## src/rtl/clock_div_pkg.sv

```systemverilog
// Shared definitions for the runtime-programmable clock divider:
// controller state encoding, minimum divisor and divisor clamping.
package clock_div_pkg;

    typedef enum logic [1:0] {
        STOPPED,
        RUN,
        PENDING
    } state_t;

    localparam int unsigned MIN_DIV = 2;

    function automatic int unsigned clamp_div(input int unsigned div, input int unsigned max_div);
        if (div < MIN_DIV) return MIN_DIV;
        if (div > max_div) return max_div;
        return div;
    endfunction

endpackage

```

## src/rtl/clock_div_core.sv

```systemverilog
// Period counter and divided-clock generation: low for div/2 cycles, then high
// for div - div/2 cycles; a synchronous load restarts the period with a new divisor.
module clock_div_core
    import clock_div_pkg::*;
#(
    parameter int unsigned       CWIDTH   = 8,
    parameter logic [CWIDTH-1:0] INIT_DIV = CWIDTH'(MIN_DIV)
) (
    input  logic              clk_in,
    input  logic              rst_n,
    input  logic              run,
    input  logic              load,
    input  logic [CWIDTH-1:0] load_div,
    output logic              clk_out,
    output logic              clk_rise,
    output logic              boundary,
    output logic [CWIDTH-1:0] cur_div
);

    logic [CWIDTH-1:0] cnt;
    logic [CWIDTH-1:0] rise_cnt;

    assign rise_cnt = (cur_div >> 1) - CWIDTH'(1);
    assign boundary = run && (cnt == cur_div - CWIDTH'(1));
    assign clk_rise = run && (cnt == rise_cnt);

    always_ff @(posedge clk_in or negedge rst_n) begin
        if (!rst_n) begin
            cnt     <= '0;
            clk_out <= 1'b0;
            cur_div <= INIT_DIV;
        end else if (load) begin
            cnt     <= '0;
            clk_out <= 1'b0;
            cur_div <= load_div;
        end else if (!run || boundary) begin
            cnt     <= '0;
            clk_out <= 1'b0;
        end else begin
            cnt <= cnt + CWIDTH'(1);
            if (cnt == rise_cnt) clk_out <= 1'b1;
        end
    end

endmodule

```

## src/rtl/clock_div_ctrl.sv

```systemverilog
// Divide-by-N clock controller: valid/ready config port, changes applied only at
// period boundaries. Optional switch counter enabled by CLOCK_DIV_CTRL_STATS_EN.
module clock_div_ctrl
    import clock_div_pkg::*;
#(
    parameter int unsigned CWIDTH    = 8,
    parameter int unsigned RESET_DIV = 2
) (
    input  logic              clk_in,
    input  logic              rst_n,
    input  logic              cfg_valid,
    output logic              cfg_ready,
    input  logic [CWIDTH-1:0] cfg_div,
    input  logic              cfg_gate,
    output logic              clk_out,
    output logic              clk_rise,
    output logic [CWIDTH-1:0] cur_div,
    output logic              running
`ifdef CLOCK_DIV_CTRL_STATS_EN
    ,
    output logic [15:0]       switch_count
`endif
);

    localparam int unsigned       MAX_DIV  = (1 << CWIDTH) - 1;
    localparam logic [CWIDTH-1:0] INIT_DIV = CWIDTH'(clamp_div(RESET_DIV, MAX_DIV));

    state_t            state;
    logic              pend_valid;
    logic              pend_gate;
    logic [CWIDTH-1:0] pend_div;
    logic [CWIDTH-1:0] req_div;
    logic              boundary;
    logic              apply;
    logic              xfer;
    logic              run;

    // A request taken while STOPPED is held one cycle; ready stays low meanwhile
    // so the held request cannot be overwritten before it is applied.
    assign run       = (state != STOPPED);
    assign running   = run;
    assign cfg_ready = (state == RUN) || ((state == STOPPED) && !pend_valid);
    assign xfer      = cfg_valid && cfg_ready;
    assign apply     = ((state == PENDING) && boundary) || ((state == STOPPED) && pend_valid);
    assign req_div   = CWIDTH'(clamp_div(32'(cfg_div), MAX_DIV));

    always_ff @(posedge clk_in or negedge rst_n) begin
        if (!rst_n) begin
            state      <= RUN;
            pend_valid <= 1'b0;
            pend_gate  <= 1'b0;
            pend_div   <= INIT_DIV;
`ifdef CLOCK_DIV_CTRL_STATS_EN
            switch_count <= '0;
`endif
        end else if (apply) begin
            state      <= pend_gate ? STOPPED : RUN;
            pend_valid <= 1'b0;
`ifdef CLOCK_DIV_CTRL_STATS_EN
            if (switch_count != 16'hFFFF) switch_count <= switch_count + 16'd1;
`endif
        end else if (xfer) begin
            pend_valid <= 1'b1;
            pend_gate  <= cfg_gate;
            pend_div   <= req_div;
            if (state == RUN) state <= PENDING;
        end
    end

    clock_div_core #(
        .CWIDTH   (CWIDTH),
        .INIT_DIV (INIT_DIV)
    ) u_core (
        .clk_in   (clk_in),
        .rst_n    (rst_n),
        .run      (run),
        .load     (apply),
        .load_div (pend_div),
        .clk_out  (clk_out),
        .clk_rise (clk_rise),
        .boundary (boundary),
        .cur_div  (cur_div)
    );

endmodule
```

## config.mk

```make
export PLATFORM = sky130hd
export DESIGN_NAME = clock_div_ctrl
export DESIGN_NICKNAME = d
export VERILOG_FILES = /design/src/rtl/clock_div_pkg.sv /design/src/rtl/clock_div_core.sv /design/src/rtl/clock_div_ctrl.sv
export SDC_FILE = /design/constraint.sdc
export NUM_CORES = 1
export LEC_CHECK = 0
export ABC_AREA = 1
export BUFFER_PORTS_ARGS = -buffer_cell sky130_fd_sc_hd__clkbuf_2
export CAP_MARGIN = 15
export CORE_MARGIN = 2
export CORE_UTILIZATION = 55
export DETAILED_ROUTE_END_ITERATION = 8
export GPL_TIMING_DRIVEN = 0
export PLACE_DENSITY = 0.77
export RECOVER_POWER = 100
export SLEW_MARGIN = 20
export SYNTH_ARGS = -nofsm -noshare
export SYNTH_HDL_FRONTEND = slang
export SYNTH_SLANG_ARGS = --single-unit
export TNS_END_PERCENT = 1
```

## constraint.sdc

```tcl
create_clock -name clk_in -period 1.97 [get_ports clk_in]
set_input_delay 0.0985 -clock clk_in [delete_from_list [all_inputs] [get_ports clk_in]]
set_output_delay 0.0985 -clock clk_in [all_outputs]
set_load 0.01 [all_outputs]
```

==> flow_summary.toml <==
[place]
dpl_cell_area_um2 = 1960
dp_hpwl_mm = 2.86
gp_congestion = 0.863
portBuffers = 23

[flow_run]
drv_cap = 0

[power_and_ir_drop]
pwr-share-seq_pct = 61.5
intPower_uw = 752
switching_share_pct = 22.2
p_leak_nw = 1.12
p_switching_uw = 215
vdd_drop_max_mv = 0.473
powerDensity_nw_per_um2 = 445
finalPower_uw = 967
pwr-share-clk_pct = 35.0
comb_power_share_pct = 3.5

[clock_network]
clk-insertion-delay-late_ns = 0.33
cts_tree = "built"
clock_sinks = 29
clockBufferDepth = 2
cts.htree.levels = 2
clkTransAtPathRegs_ns = 0.08
cts_inserted_buffers = 5
clock-root-buffer = "clkbuf_4"

[routing]
route.detailed.drc = 0
routed_via_density = 5.06
drtIter0Drc = 74
post_drt_wl_per_cell_um = 12.0
ant_nets = 0
dr.pass1.iters = 4
wirelength_mm = 3.98
dr_total_vias = 1675

[layout]
layout-drive-gt1-share_pct = 20.6
antenna_cells = 0
area.growth.synth_to_final_pct = 21.7
nNetsFinal = 301
final_core_util_pct = 70.6
fin_area_um2 = 2170
nFillCells = 286
regArea_um2 = 729
multi_input_area_um2 = 988

[worst_setup_path]
worstSetupPathType = "reg2reg"
required_ns = 2.25
critPathArrivalTime_ns = 2.33
worst-r2r-cell-count = 15
endpoint_kind = "flop"
worstPathMaxFanout = 10
cp-start-kind = "flop"

[global_routing]
grt_pass1_wl_mm = 6.48
first_global_vias = 1518
antenna_found_initial = 0
grt_overflow = 0
track_usage_pct = 24.6
grt_max_degree = 30

[timing]
skew_ns = 0.00428
worstMarginPinSlew_ns = 1.48
min_period_over_period_pct = 104
drv_slew = 0
period_needed_ns = 2.05
relSlewSlack_pct = 1.41
finalWorstSetupSlack_ns = -0.0774
rsz0062_at_grt = "yes"
timing.fmax_ghz = 0.488
setup_viol = 14
setup-tns-final_ns = -0.741
hold_viol = 0
timing.hold.ws_ns = 0.00821

[logic_synthesis]
ys_ff_latch = 29
synth_warnings = 0
syn-cell-area_um2 = 1790
synth.avg_cell_area_um2 = 7.26
synth-seq-area-share_pct = 40.9
synth_cells = 246
synthesis.nets = 261
synth_top_area_share_pct = 36.4
yosysTopAreaCell = "dfrtp_1"
synth_area_leaders = "dfrtp_1, nand2_1, nand3_1"
synth_cell_types = 30

[outcome]
outcome = "complete, but fails checks"
failed_checks = "setup timing"

[min_path]
hp-class = "in2reg"
whs_path_depth = 3

[floorplan]
die_width_um = 61.0
initial_core_util_pct = 58.0
io_pins = 24
num_rows = 20
design.core.area_um2 = 3080
die-area_um2 = 3720
dieHeight_um = 61.0
[metrics by stage]
stage	cells	setup slack [ns]
after floorplan	246	0.113
after global placement	313	-0.109
after detailed placement	313	-0.128
after CTS	332	-0.176
after global routing	331	-0.224
final	331	-0.0774
[flip-flops by register name (all words and copies together) (netlist names)]
signal and cells:
pend_div 8, pend_gate 1, pend_valid 1, state 2
u_core.clk_out 1, u_core.cnt 8, u_core.cur_div 8
[cell usage in the layout, fill, tap and decap left out, types with 2 or more instances in the layout]
master	instances
dlygate4sd3_1	5
inv_2	4
clkbuf_1	13
dfrtp_1	26
nor3_2	2
nand2_1	70
buf_6	4
buf_4	3
clkbuf_2	14
clkbuf_4	5
o21ai_0	8
ha_1	2
nor2_2	7
nor3_1	2
nand3_2	3
inv_1	27
or2_2	2
nor2_1	22
o21ai_2	2
xnor2_1	5
dfstp_2	2
nand3_1	30
xor2_1	8
nand2_2	3
[cell usage after synthesis]
master	number
clkbuf_2	1
nor3b_1	2
nand3_1	32
or2_1	1
xnor2_1	6
inv_2	1
or2_2	2
o21ai_2	2
clkbuf_1	1
nor2_1	25
or2_0	1
dfstp_2	3
nand3_2	1
nand2_1	72
nand4_2	1
a21boi_0	1
inv_1	30
clkinv_1	1
xor2_1	8
a21oi_1	2
o22a_1	1
nand2_2	2
nor2_2	5
buf_4	1
o41ai_1	1
nor3_1	4
dfrtp_1	26
o21ai_0	9
buf_6	1
ha_1	3
[kinds of logic after synthesis]
group                      share of synthesized area [%]
adders and majority gates                           2.10
buffers and inverters                               8.27
xor gates and xnor gates                            6.87
and+or+nand+nor                                     36.4
DFF                                                 40.9
AOI/OAI and AO/OA                                   5.47
[repair_timing]
action	CTS	global route
gates resized for setup	11	15
hold buffers	5	0
setup buffers	6	0
pin swaps	5	8
endpoints found under the setup margin	13	21
endpoints found under the hold margin	30	0
[power groups by stage]
stage,logic (mW),registers [mW],clock network [mW]
floorplan,0.00281,0.607,0
global placement,0.0257,0.607,0
finish,0.0336,0.595,0.338
global route,0.0381,0.595,0.373
detailed placement,0.0264,0.607,0
CTS,0.0340,0.595,0.346
[cell type report]
cell class	instances	area share [%]
Buffer	4	1.27
Clock buffer	8	2.25
Inverter	32	5.53
Multi-Input combinational cell	181	45.5
Sequential cell	29	33.6
Tap cell	44	2.53
Timing Repair Buffer	33	9.33
[critical path: stages (launching register included)]
cell	delay, ns
dfstp_2	0.55
inv_2	0.05
buf_4	0.13
ha_1	0.22
inv_2	0.08
nand2_1	0.06
nand2_1	0.06
nand2_1	0.04
nand2_1	0.08
nand3_1	0.09
nor2_2	0.17
nand3_2	0.09
nand2_2	0.08
buf_6	0.13
nand3_1	0.07
nand2_1	0.07
[layer usage]
layer  up-vias  part of all wire [%]  track usage [%]
li1        859                     -                -
met1       772                    40             27.2
met2        33                    53             44.4
met3        11                   3.8             5.97
met4         0                   3.0             10.9
met5         -                     0                0
[final timing paths]
path | start | slack, ns | to
worst min register to register | pend_div[2]$_DFFE_PN0P_ | 0.49 | pend_div[2]$_DFFE_PN0P_
min in group asynchronous | rst_n | 0.66 | pend_div[5]$_DFFE_PN0P_
worst max register to register | u_core.cur_div[1]$_DFFE_PN1P_ | -0.08 | u_core.cur_div[1]$_DFFE_PN1P_
max in group asynchronous | rst_n | 0.45 | u_core.cur_div[0]$_DFFE_PN0P_
worst min-delay path | cfg_div[6] | 0.008 | pend_div[6]$_DFFE_PN0P_
worst max-delay path | u_core.cur_div[1]$_DFFE_PN1P_ | -0.08 | u_core.cur_div[1]$_DFFE_PN1P_
(Power assumes the default switching activity.)
